`src/rtl/add_pipe_seg_pkg.sv`:
```
// Shared adder definitions: op encodings and stage-count helpers for add_pipe_seg.
// The ADD_PIPE_FLAGS_EN macro (cout/ovf flags) is consumed by the files that import this package.
package adder_pkg;

    localparam logic ADD_OP_ADD = 1'b0;
    localparam logic ADD_OP_SUB = 1'b1;

    function automatic int seg_cnt(input int dataLen, input int segLen);
        return (dataLen + segLen - 1) / segLen;
    endfunction

    // The top slice absorbs whatever is left over, so it may be narrower than segLen.
    function automatic int seg_width(input int dataLen, input int segLen, input int idx);
        int low;
        low = idx * segLen;
        return ((dataLen - low) < segLen) ? (dataLen - low) : segLen;
    endfunction

endpackage

```
`src/rtl/add_pipe_seg_if.sv`:
```
// Valid/ready bus for add_pipe_seg; cout/ovf exist only when ADD_PIPE_FLAGS_EN is defined.
interface add_pipe_seg_if #(
    parameter int DATA_LEN = 64
);
    logic                in_valid;
    logic                in_ready;
    logic [DATA_LEN-1:0] op_a;
    logic [DATA_LEN-1:0] op_b;
    logic                op_sub;
    logic                cin;
    logic                out_valid;
    logic                out_ready;
    logic [DATA_LEN-1:0] sum;

`ifdef ADD_PIPE_FLAGS_EN
    logic                cout;
    logic                ovf;

    modport master (
        output in_valid, op_a, op_b, op_sub, cin, out_ready,
        input  in_ready, out_valid, sum, cout, ovf
    );

    modport slave (
        input  in_valid, op_a, op_b, op_sub, cin, out_ready,
        output in_ready, out_valid, sum, cout, ovf
    );
`else
    modport master (
        output in_valid, op_a, op_b, op_sub, cin, out_ready,
        input  in_ready, out_valid, sum
    );

    modport slave (
        input  in_valid, op_a, op_b, op_sub, cin, out_ready,
        output in_ready, out_valid, sum
    );
`endif

endinterface

```
`src/rtl/add_pipe_seg_stage.sv`:
```
// One slice of the segmented adder: adds bits [LO +: W] and holds the op in a valid/ready register.
// With ADD_PIPE_FLAGS_EN defined, the LAST stage also registers the signed-overflow flag.
module add_pipe_stage
    import adder_pkg::*;
#(
    parameter int DATA_LEN = 64,
    parameter int LO       = 0,
    parameter int W        = 16,
    parameter bit LAST     = 1'b0
) (
    input  logic                clk,
    input  logic                rst,
    input  logic                i_valid,
    output logic                o_ready,
    input  logic [DATA_LEN-1:0] i_x,
    input  logic [DATA_LEN-1:0] i_b,
    input  logic                i_carry,
    output logic                o_valid,
    input  logic                i_ready,
    output logic [DATA_LEN-1:0] o_x,
    output logic [DATA_LEN-1:0] o_b,
`ifdef ADD_PIPE_FLAGS_EN
    output logic                o_ovf,
`endif
    output logic                o_carry
);

    localparam int HI = LO + W;
    // i_x holds finished result bits below LO and untouched A above; B' is only carried where still needed.
    localparam logic [DATA_LEN-1:0] KEEP_MASK = {DATA_LEN{1'b1}} << HI;

    logic [W:0]          w_slice;
    logic [DATA_LEN-1:0] w_x;

    logic                r_valid;
    logic [DATA_LEN-1:0] r_x;
    logic [DATA_LEN-1:0] r_b;
    logic                r_carry;

    assign w_slice = {1'b0, i_x[LO +: W]} + {1'b0, i_b[LO +: W]} + {{W{1'b0}}, i_carry};

    always_comb begin
        w_x           = i_x;
        w_x[LO +: W]  = w_slice[W-1:0];
    end

    assign o_ready = !r_valid || i_ready;
    assign o_valid = r_valid;
    assign o_x     = r_x;
    assign o_b     = r_b;
    assign o_carry = r_carry;

`ifdef ADD_PIPE_FLAGS_EN
    logic w_ovf;
    logic r_ovf;

    // i_x[HI-1] is still the original A MSB here because this slice has not been written yet.
    assign w_ovf = LAST && (i_x[HI-1] == i_b[HI-1]) && (w_slice[W-1] != i_x[HI-1]);
    assign o_ovf = r_ovf;
`endif

    always_ff @(posedge clk) begin
        if (rst) begin
            r_valid <= 1'b0;
            r_x     <= '0;
            r_b     <= '0;
            r_carry <= 1'b0;
`ifdef ADD_PIPE_FLAGS_EN
            r_ovf   <= 1'b0;
`endif
        end else begin
            if (o_ready) begin
                r_valid <= i_valid;
            end
            if (i_valid && o_ready) begin
                r_x     <= w_x;
                r_b     <= i_b & KEEP_MASK;
                r_carry <= w_slice[W];
`ifdef ADD_PIPE_FLAGS_EN
                r_ovf   <= w_ovf;
`endif
            end
        end
    end

endmodule

```
`src/rtl/add_pipe_seg.sv`:
```
// Segmented, pipelined adder/subtractor: one SEG_LEN slice per stage, carry registered between stages.
// Define ADD_PIPE_FLAGS_EN to add the pipelined cout and ovf outputs.
module add_pipe_seg
    import adder_pkg::*;
#(
    parameter int DATA_LEN = 64,
    parameter int SEG_LEN  = 16
) (
    input  logic          clk,
    input  logic          rst,
    add_pipe_seg_if.slave bus
);

    localparam int STAGES = seg_cnt(DATA_LEN, SEG_LEN);

    logic                w_valid [0:STAGES];
    logic                w_ready [0:STAGES];
    logic [DATA_LEN-1:0] w_x     [0:STAGES];
    logic [DATA_LEN-1:0] w_b     [0:STAGES];
    logic                w_carry [0:STAGES];

    // Subtraction reuses the adder: A - B - borrow == A + ~B + ~borrow.
    assign w_valid[0] = bus.in_valid;
    assign w_x[0]     = bus.op_a;
    assign w_b[0]     = (bus.op_sub == ADD_OP_SUB) ? ~bus.op_b : bus.op_b;
    assign w_carry[0] = (bus.op_sub == ADD_OP_SUB) ? ~bus.cin  : bus.cin;

    assign bus.in_ready     = w_ready[0];
    assign w_ready[STAGES]  = bus.out_ready;
    assign bus.out_valid    = w_valid[STAGES];
    assign bus.sum          = w_x[STAGES];

`ifdef ADD_PIPE_FLAGS_EN
    logic w_ovf [0:STAGES];

    assign w_ovf[0] = 1'b0;
    assign bus.cout = w_carry[STAGES];
    assign bus.ovf  = w_ovf[STAGES];
`endif

    for (genvar k = 0; k < STAGES; k++) begin : g_stage
        add_pipe_stage #(
            .DATA_LEN (DATA_LEN),
            .LO       (k * SEG_LEN),
            .W        (seg_width(DATA_LEN, SEG_LEN, k)),
            .LAST     (k == STAGES - 1)
        ) u_stage (
            .clk     (clk),
            .rst     (rst),
            .i_valid (w_valid[k]),
            .o_ready (w_ready[k]),
            .i_x     (w_x[k]),
            .i_b     (w_b[k]),
            .i_carry (w_carry[k]),
            .o_valid (w_valid[k+1]),
            .i_ready (w_ready[k+1]),
            .o_x     (w_x[k+1]),
            .o_b     (w_b[k+1]),
`ifdef ADD_PIPE_FLAGS_EN
            .o_ovf   (w_ovf[k+1]),
`endif
            .o_carry (w_carry[k+1])
        );
    end

endmodule
```
`src/flat_wrapper.sv`:
```
// flat-port wrapper written by rule: the top's interface ports become plain ports
module add_pipe_seg_flat import adder_pkg::*;
#(
    parameter int DATA_LEN = 64,
    parameter int SEG_LEN  = 16
)
  (clk, rst, bus_in_valid, bus_op_a, bus_op_b, bus_op_sub, bus_cin, bus_out_ready, bus_in_ready, bus_out_valid, bus_sum);
  add_pipe_seg_if #(.DATA_LEN(DATA_LEN)) bus_i ();
  input  logic clk;
  input  logic rst;
  input wire logic [$bits(bus_i.in_valid)-1:0] bus_in_valid;
  input wire logic [$bits(bus_i.op_a)-1:0] bus_op_a;
  input wire logic [$bits(bus_i.op_b)-1:0] bus_op_b;
  input wire logic [$bits(bus_i.op_sub)-1:0] bus_op_sub;
  input wire logic [$bits(bus_i.cin)-1:0] bus_cin;
  input wire logic [$bits(bus_i.out_ready)-1:0] bus_out_ready;
  output wire logic [$bits(bus_i.in_ready)-1:0] bus_in_ready;
  output wire logic [$bits(bus_i.out_valid)-1:0] bus_out_valid;
  output wire logic [$bits(bus_i.sum)-1:0] bus_sum;
  assign bus_i.in_valid = bus_in_valid;
  assign bus_i.op_a = bus_op_a;
  assign bus_i.op_b = bus_op_b;
  assign bus_i.op_sub = bus_op_sub;
  assign bus_i.cin = bus_cin;
  assign bus_i.out_ready = bus_out_ready;
  assign bus_in_ready = bus_i.in_ready;
  assign bus_out_valid = bus_i.out_valid;
  assign bus_sum = bus_i.sum;
  add_pipe_seg #(.DATA_LEN(DATA_LEN), .SEG_LEN(SEG_LEN)) u_core (.clk(clk), .rst(rst), .bus(bus_i));
endmodule
```
`config.mk`:
```
export PLATFORM = sky130hd
export DESIGN_NAME = add_pipe_seg_flat
export DESIGN_NICKNAME = d
export VERILOG_FILES = /design/src/rtl/add_pipe_seg_pkg.sv /design/src/rtl/add_pipe_seg_if.sv /design/src/rtl/add_pipe_seg_stage.sv /design/src/rtl/add_pipe_seg.sv /design/src/flat_wrapper.sv
export SDC_FILE = /design/constraint.sdc
export NUM_CORES = 1
export LEC_CHECK = 0
export ABC_CLOCK_PERIOD_IN_PS = 2600
export BUFFER_PORTS_ARGS = -buffer_cell sky130_fd_sc_hd__buf_2
export CAP_MARGIN = 10
export CORE_MARGIN = 8
export CORE_UTILIZATION = 52
export CTS_CLUSTER_DIAMETER = 60
export DETAILED_ROUTE_END_ITERATION = 8
export MAX_ROUTING_LAYER = met4
export PLACE_DENSITY = 0.76
export RECOVER_POWER = 100
export SLEW_MARGIN = 0
export SYNTH_ARGS = -nofsm -noshare
export SYNTH_HDL_FRONTEND = slang
export SYNTH_SLANG_ARGS = --single-unit
```
`constraint.sdc`:
```
create_clock -name clk -period 2.6 [get_ports clk]
set_input_delay 0.13 -clock clk [delete_from_list [all_inputs] [get_ports clk]]
set_output_delay 0.13 -clock clk [all_outputs]
set_load 0.1 [all_outputs]
```
* Word level (Yosys, flattened, before mapping)
Index checks and enable logic that the tools add are counted.
** Cells by class
- Add/subtract/negate cells :: 8
- Muxes and demuxes :: 2
- Bitwise operators :: 2
- Reductions and logical operators :: 12
** Operators by type and width (number)
- $mux W64 :: 1
- $not A64 Y64 :: 1
- $add A16 B16 Y17 :: 3
- $add A17 B1 Y17 :: 3
- $add A16 B1 Y16 :: 1
- $add A16 B16 Y16 :: 1
- $logic_and A1 B1 Y1 :: 4
- $logic_not A1 Y1 :: 4
- $logic_or A1 B1 Y1 :: 4
- $mux W1 :: 1
- $not A1 Y1 :: 1
** Word-level totals
- Bits in registers :: 359
- Input port bits :: 134
- Output and inout bits :: 66

* Depth between registers and ports, before layout
Gate-level depths: netlist (run 1).
- Depth after elaboration :: 6
- Mapped depth :: 11

* Cells and area by module
A second synthesis (run 1) with hierarchy kept.
** Second synthesis, totals
- Cells, all modules :: 2182
- Area, all modules :: 17367.9 um^2
** By module, submodules not included
- add_pipe_stage (u_core.g_stage[0].u_stage) :: instances 1, cells an instance 601, area an instance 4769.6 um^2
- add_pipe_stage (u_core.g_stage[1].u_stage) :: instances 1, cells an instance 549, area an instance 4351.7 um^2
- add_pipe_stage (u_core.g_stage[2].u_stage) :: instances 1, cells an instance 496, area an instance 3921.3 um^2
- add_pipe_stage (u_core.g_stage[3].u_stage) :: instances 1, cells an instance 464, area an instance 3637.2 um^2
- add_pipe_seg :: instances 1, cells an instance 72, area an instance 688.2 um^2

* Worst setup path after synthesis (run 1)
OpenSTA, ideal clock, no wires.
- Kind :: register to register
- Start :: register u_core.g_stage[3].u_stage.r_valid
- End :: register u_core.g_stage[0].u_stage.r_x[10]
- Library setup time :: 0.120 ns
- Arrival :: 2.876 ns
- Slack :: -0.396 ns
- Cell stages (with the launch flop) :: 7
- Buffers on the path :: 1
- Clock period less this slack :: 2.996 ns
- Cell sequence :: dfxtp_1 -> and4b_1 -> nand2_1 -> and2_1 -> buf_6 -> and3_1 -> a211o_1
** On the way
- Longest elaborated chain between the ends :: 6
** Ends and longest elaborated chain
- from (decl) :: line add_pipe_seg_stage.sv:35 : logic r_valid;
- from (signal assigned) :: line add_pipe_seg_stage.sv:73 : r_valid <= i_valid;
- $logic_not A1 Y1 :: line add_pipe_seg_stage.sv:47 : assign o_ready = !r_valid || i_ready;
- $logic_or A1 B1 Y1 (4 in series) :: line add_pipe_seg_stage.sv:47
- named net bus_in_ready :: line flat_wrapper.sv:17 : output wire logic [$bits(bus_i.in_ready)-1:0] bus_in_ready;
- $logic_and A1 B1 Y1 :: line add_pipe_seg_stage.sv:75 : if (i_valid && o_ready) begin
- to (signal assigned) :: line add_pipe_seg_stage.sv:76 : r_x <= w_x;
- to (decl) :: line add_pipe_seg_stage.sv:36 : logic [DATA_LEN-1:0] r_x;
The timed path passes the listed nets, and every way through them passes these cells.
A chain may end at the register's enable or synchronous reset.

* Worst setup path in the final report (run 1)
- Start :: register u_core.g_stage[2].u_stage.r_x[48]
- End :: register u_core.g_stage[3].u_stage.r_x[62]
** On the way
- Longest elaborated chain between the ends :: 2
** Ends and longest elaborated chain
- from (decl) :: line add_pipe_seg_stage.sv:36
- from (signal assigned) :: line add_pipe_seg_stage.sv:76
- $add A16 B16 Y16 :: line add_pipe_seg_stage.sv:40 : assign w_slice = {1'b0, i_x[LO +: W]} + {1'b0, i_b[LO +: W]} + {{W{1'b0}}, i_carry};
- $add A16 B1 Y16 :: line add_pipe_seg_stage.sv:40
- to (signal assigned) :: line add_pipe_seg_stage.sv:76
- to (decl) :: line add_pipe_seg_stage.sv:36
No other way between the ends.

==> results.md, run 1 <==
* Highest-count cells in the layout ignoring fill and taps: 564 x nand2_1, 358 x dfxtp_1, 320 x a21oi_1, 130 x buf_2, 97 x dlygate4sd3_1
* Ys async rst share at 0
* Crit path DAT at 2.88 ns
* Combinational share of power at 0.112
* Tmin final at 2.43 ns
* CTS Root Cell: clkbuf_16
* Die X at roughly 190 um
* Outcome: complete, no violations
* Setup_tns at 0 ns
* WP data required at just over 3 ns
* CTS tree: built
* Initial DRC count at 929
* Switch share at 0.250
* Fmax at between 400 and 500 MHz
* Post-route non-filler standard cell count at 2632
* #FFs+latches synth at roughly 360
* Endpoints failing hold at 0
* Dpl hpwl at 28300 um
* Wire length of the first global-routing pass at 69200 um
* Crit-path max FO at 4
* Worst-path clk slew at 0.06 ns
* Syn. warnings at 0
* Worst rel slew slack at 0.0514
* P_int at 9.48 mW
* GPL Wtd Cong at 0.892
* Placed insts at roughly 2.5k
* Post-Syn Nets at 2175
* Drt wl/cell at 16.3 um
* H-tree depth at 2
* Ratio of total power to cell area at 657 mW/mm^2
* Total vias in the final route at 14.3k
* Crit end category: flip-flop
* Final Util at 0.634
* Max VDD drop at 0.000442 V
* Final critical-path share of the clock period at 0.933
* TritonCTS Buffers at 39
* DRC viols at 0
* Die boundary height at ~190 um
* Layout area overhead at 21.0%
* Commonest non-fill, non-tap cell in the layout: nand2_1
* GRT Total Usage at 0.234
* Vias in the first global route at 13.7k
* Skew-Pair Late Insertion Delay at 0.53 ns
* Synth Instances at 1974
* Initial core utilization at 0.524
* Register area share after synthesis at 0.452
* Initial antenna violation count at 1
* R2R depth at 9
* Clk buf depth at 3
* Slew Limit Fails at 0
* Final setup viols at 0
* Pleak at between 7 and 8 nW
* Yosys cell types at 68
* Critical path launch point type: flip-flop
* Reg power frac at 0.461
* Via density per instance at 5.44
* NumNets Final at 2411
* Num ports at 200
* Grt total ovfl at 0
* Hold Startpoint: bus_op_b[17]
* Worst hold path class: in -> reg
* Die area at 0.0364 mm^2
* Sinks on Clock Net at 359
* Layout cells sized above 1 at 0.104
* Max Cap Viol at 0
* Pin count of the biggest net entering global routing at 143
* Top_reg_cell synth: dfxtp_1
* Core area at just over 0.03 mm^2
* Crit path capture: u_core.g_stage[3].u_stage.o_x[62]
* Kind of critical path: reg -> reg
* Worst reg2reg path startpoint: u_core.g_stage[2].u_stage.o_x[48]
* CP Launch Point: u_core.g_stage[2].u_stage.o_x[48]
* Floorplan row count at 64
* Overall power at 12.6 mW
* Worst R2R Setup Slack at ~0.17 ns
* Pre-antenna DRT Iters at 6
* Routed wire length at roughly 43000 um
* Number of port buffers at a little under 200
* Avg Inst Size Synth at 8.05 um^2
* Post-route ant nets at 0
* Placed cell areas at 0.0172 mm^2
* RSZ-0062 raised after global routing: false
* Number of flops mapped to enable cells by yosys at 0
* Net switching power at 3.15 mW
* Clock share of power at 0.427
* R2r endpoint: u_core.g_stage[3].u_stage.o_x[62]
* Setup Skew at 0.0163 ns
* Worst-Margin Slew at 1.42 ns
* Mapped Area at 0.0159 mm^2
* Post-route cell area at 0.0192 mm^2
==> cell usage after synthesis, drive strengths merged, types with 6 or more instances <==
cell type / n / share of area
nand4: 13 / 0.0051
a21o: 19 / 0.0091
xor2: 25 / 0.014
dfxtp: 359 / 0.45
a21oi: 322 / 0.10
clkbuf: 74 / 0.017
o211ai: 11 / 0.0052
and3: 16 / 0.0063
inv: 17 / 0.0040
a211oi: 66 / 0.031
fa: 8 / 0.010
nand2b: 8 / 0.0031
nand3: 31 / 0.0098
buf: 58 / 0.019
ha: 59 / 0.046
and2: 7 / 0.0028
o21a: 9 / 0.0043
nor3: 20 / 0.0063
nor2b: 10 / 0.0044
nand2: 565 / 0.13
mux2i: 6 / 0.0038
o21ai: 29 / 0.0094
a31oi: 13 / 0.0051
nor2: 95 / 0.022
xnor2: 64 / 0.035
==> area by class of cell <==
cell class,count,area [um^2]
inverters,18,67.6
well taps,396,495
repair buffers,327,2190
multi-input cells,1465,8050
fillers,2626,11100
flip-flops and latches,359,7190
clock inverters,15,185
diodes,1,2.50
clock buffers,51,1050
==> power by group through the flow <==
stage / Combinational, mW / Sequential, mW / Clock, mW
floorplan: 0.916 / 5.92 / 0
finish: 1.41 / 5.83 / 5.39
global placement: 1.28 / 5.94 / 0
CTS: 1.42 / 5.83 / 5.49
global route: 1.56 / 5.85 / 5.73
detailed placement: 1.30 / 5.95 / 0
==> worst max-delay path: stages (launching register included) <==
cell and delay, ns:
dfxtp_1 0.36, fa_1 0.26, inv_1 0.09, fa_1 0.44, nor2b_1 0.27, o31ai_1 0.10
a21oi_1 0.22, a211oi_1 0.13, or4_1 0.41, nand3_1 0.09
==> per-layer routing <==
layer / vias to the layer above / global-route usage / routed length [um]
met5: - / - / 0
met4: 0 / 0.0764 / 1390
met3: 85 / 0.0287 / 2150
met2: 409 / 0.376 / 19800
met1: 6612 / 0.303 / 19500
li1: 7209 / - / -
==> per-stage QoR <==
| step | hold slack (ns) | setup slack (ns) |
|---|---|---|
| 3_3_place_gp | 0.371 | 0.127 |
| 3_5_place_dp | 0.379 | 0.0665 |
| 4_1_cts | 0.00438 | 0.185 |
| 5_1_grt | 0.0308 | 0.00828 |
| 2_1_floorplan | 0.247 | 0.149 |
| 6_report | 0.0133 | 0.175 |
==> repair_timing <==
| action | in CTS | in global routing |
|---|---|---|
| gates resized for setup | 0 | 1 |
| endpoints found under the hold margin | 97 | 0 |
| hold buffers | 97 | 0 |
| setup buffers | 0 | 0 |
| setup endpoints to repair | 0 | 1 |
==> logic make-up after synthesis <==
group                    count (synthesis)  share of synthesized area
AND/OR/NAND/NOR                        793                      0.207
adder cells (fa/ha/maj)                 67                     0.0565
XOR/XNOR                                89                     0.0490
multiplexers                             6                    0.00378
buffers and inverters                  150                     0.0409
AO/OA/AOI/OAI                          510                      0.191
flip-flops                             359                      0.452
==> worst min path at each step <==
stage	end	slack [ns]	cells after the start
after floorplan	u_core.g_stage[0].u_stage.o_valid	0.25	2
after global placement	u_core.g_stage[0].u_stage.o_x[38]	0.37	3
after detailed placement	u_core.g_stage[0].u_stage.o_x[41]	0.38	3
after CTS	u_core.g_stage[0].u_stage.o_b[17]	0.004	4
after global routing	u_core.g_stage[0].u_stage.o_b[17]	0.03	4
final	u_core.g_stage[0].u_stage.o_b[17]	0.01	4
==> flip-flops by register name, indices dropped and copies added, names as in the netlist <==
register / flops
u_core.g_stage.u_stage.o_x: 256
u_core.g_stage.u_stage.o_b: 96
u_core.g_stage.u_stage.o_valid: 4
u_core.g_stage.u_stage.o_carry: 3
Power figures use the tool's default switching activity.
==> inputs of run 2 (changes only) <==
- ABC_CLOCK_PERIOD_IN_PS: 2600 -> 2200
- CORE_UTILIZATION: 52 -> 53
- SYNTH_HIERARCHICAL: not set -> 1
- clock period: 2.6 -> 2.2 ns (I/O delays scaled with it)
==> run 2 against run 1 <==
The flow now finishes with violations (setup timing). Clock skew is 0.0029 ns higher. Non-clock buffer count is 40 higher. Fmax is 3.9% higher. Sequential share of layout area is 1.4 points lower. Combinational power is 24% higher. Clock-buffer cell count is 1 higher. Critical endpoint is now u_core/g_stage[1].u_stage/o_x[28]. Largest cell class unchanged.
==> results.md, run 2 <==
* Wire length of the first global-routing pass at 71400 um (+3.1%)
* Post-route ant nets at 0 (unchanged)
* Routed wire length at 43800 um (+2.2%)
* Kind of critical path: reg -> reg
* Setup Skew at 0.0192 ns (+0.00291 ns)
* Critical path launch point type: flip-flop
* Initial DRC count at 916 (-1.4%)
* NumNets Final at 2489 (+3.2%)
* Worst-path clk slew at 0.06 ns (about the same)
* Sinks on Clock Net at 359 (unchanged)
* Synth Instances at 2011 (+1.9%)
* Avg Inst Size Synth at 8.00 um^2 (-0.67%)
* Endpoints failing hold at 0 (unchanged)
* Via density per instance at 5.44 (about the same)
* Worst-Margin Slew at 1.27 ns (-0.157 ns)
* GPL Wtd Cong at 0.898 (+0.74%)
* Syn. warnings at 6 (+6)
* Crit-path max FO at 3 (-1)
* Outcome: complete, but fails checks
* CTS Root Cell: clkbuf_16
* DRC viols at 0 (unchanged)
* Worst hold path class: in -> reg
* Floorplan row count at 63 (-1.6%)
* Initial core utilization at 0.540 (+0.0161)
* Overall power at 15.4 mW (+22%)
* GRT Total Usage at 0.241 (+0.00665)
* Pleak at 7.92 nW (+7.6%)
* Dpl hpwl at 29000 um (+2.6%)
* Commonest non-fill, non-tap cell in the layout: nand2_1
* Post-Syn Nets at 2213 (+1.7%)
* Die area at 0.0362 mm^2 (-0.65%)
* Ratio of total power to cell area at 773 mW/mm^2 (+18%)
* Drt wl/cell at 16.2 um (-0.63%)
* Num ports at 200 (unchanged)
* Worst rel slew slack at 0.159 (+0.108)
* Max VDD drop at 0.000549 V (+24%)
* Placed cell areas at 0.0176 mm^2 (+2.5%)
* Slew Limit Fails at 0 (unchanged)
* R2r endpoint: u_core/g_stage[1].u_stage/o_x[28]
* Max Cap Viol at 0 (unchanged)
* Layout area overhead at 24.2%
* Initial antenna violation count at 2 (+1)
* Layout cells sized above 1 at 0.140 (+0.0358)
* Vias in the first global route at 14.6k (+6.3%)
* R2R depth at 8 (-1)
* Core area at 0.0298 mm^2 (-1.8%)
* Final setup viols at 11 (+11)
* H-tree depth at 2 (unchanged)
* WP data required at 2.61 ns (-0.45 ns)
* Worst R2R Setup Slack at -0.13 ns (-0.31 ns)
* CTS tree: built
* Mapped Area at 0.0161 mm^2 (+1.2%)
* Violated checks: setup timing
* Crit end category: flip-flop
* Final critical-path share of the clock period at 1.06 (+0.128)
* Die boundary height at 190 um (-0.33%)
* Hold Startpoint: rst
* RSZ-0062 raised after global routing: true
* Pre-antenna DRT Iters at 5 (-1)
* Grt total ovfl at 0 (unchanged)
* # fillers at 2490 (-5.2%)
* Largest register FFs at 256 (unchanged)
* Pin count of the biggest net entering global routing at 111 (-22%)
* Setup_tns at -0.673 ns (-0.673 ns)
* TritonCTS Buffers at 40 (+2.6%)
* Skew-Pair Late Insertion Delay at 0.52 ns (about the same)
* Worst reg2reg path startpoint: u_core/g_stage[0].u_stage/o_x[16]
* Crit path DAT at 2.74 ns (-0.14 ns)
* Die X at 190 um (-0.33%)
* Fmax at 429 MHz (+3.9%)
* WHS Path Cells at 2 (-2)
* Final Util at 0.670 (+0.0368)
* Highest-count cells in the layout ignoring fill and taps: 674 x nand2_1, 378 x a21oi_1, 356 x dfxtp_1, 132 x buf_2, 97 x dlygate4sd3_1
* Setup WS post-layout at -0.133 ns (-0.308 ns)
* Number of port buffers at 199 (unchanged)
* Total vias in the final route at 14.7k (+2.8%)
* Tmin final at 2.33 ns (-0.0922 ns)
* Worst Hold End: u_core/g_stage[2].u_stage/o_x[36]
* Clk buf depth at 3 (unchanged)
* Post-route cell area at 0.0200 mm^2 (+3.9%)
## run 2: area by class of cell
| cell class | count | area, um^2 | share of cell area |
|---|---|---|---|
| repair buffers | 367 | 2520 | 0.126 |
| multi-input cells | 1509 | 8380 | 0.420 |
| inverters | 10 | 37.5 | 0.00188 |
| flip-flops and latches | 359 | 7190 | 0.360 |
| well taps | 390 | 488 | 0.0244 |
| diodes | 3 | 7.51 | 0.000376 |
| clock buffers | 52 | 1100 | 0.0549 |
| clock inverters | 17 | 255 | 0.0128 |
## run 2: how the worst max path moves through the flow
stage                                                  from                           endpoint  cells after the start
after floorplan                                  bus_op_sub  u_core/g_stage[0].u_stage/o_x[12]                     10
after global placement                           bus_op_sub  u_core/g_stage[0].u_stage/o_x[12]                     10
after detailed placement                         bus_op_sub  u_core/g_stage[0].u_stage/o_x[12]                     10
after CTS                 u_core/g_stage[2].u_stage/o_x[48]  u_core/g_stage[3].u_stage/o_x[62]                      7
after global routing      u_core/g_stage[0].u_stage/o_x[16]  u_core/g_stage[1].u_stage/o_x[28]                      8
final                     u_core/g_stage[0].u_stage/o_x[16]  u_core/g_stage[1].u_stage/o_x[28]                      8
## run 2: metal layers
layer,wire [um],global-route usage
met1,19100,0.297
met2,20800,0.390
met3,2300,0.0369
met4,1590,0.0993
met5,0,-
## run 2: through the flow
| stage | cells | hold slack, ns | setup slack (ns) |
|---|---|---|---|
| 2_1_floorplan | 2011 | 0.239 | -0.154 |
| 3_3_place_gp | 2530 | 0.351 | -0.151 |
| 3_5_place_dp | 2530 | 0.359 | -0.184 |
| 4_1_cts | 2700 | 0.0528 | -0.103 |
| 5_1_grt | 2706 | 0.0922 | -0.187 |
| 6_report | 2707 | 0.0713 | -0.133 |
## run 2: timing repair
item | 4_1_cts | 5_1_grt
buffers inserted | 4 | 6
hold buffers | 97 | 0
endpoints found under the hold margin | 97 | 0
endpoints found under the setup margin | 15 | 32
resized for setup | 12 | 20
pin swaps | 8 | 17
gates cloned | 0 | 0
## run 2: worst max-delay path, cell delays in order (launching register included)
cell and delay (ns):
dfxtp_2 0.33, fa_2 0.40, fa_2 0.36, a21o_4 0.24
a221oi_4 0.30, o31a_4 0.21, o21bai_2 0.07, xor2_1 0.14
a22o_1 0.18
## run 2: where the power goes
part           internal [mW]  switching [mW]  total (mW)
combinational          0.757           0.991        1.75
clock                   4.23            2.61        6.84
sequential              6.73           0.128        6.86
total                   11.7            3.73        15.4
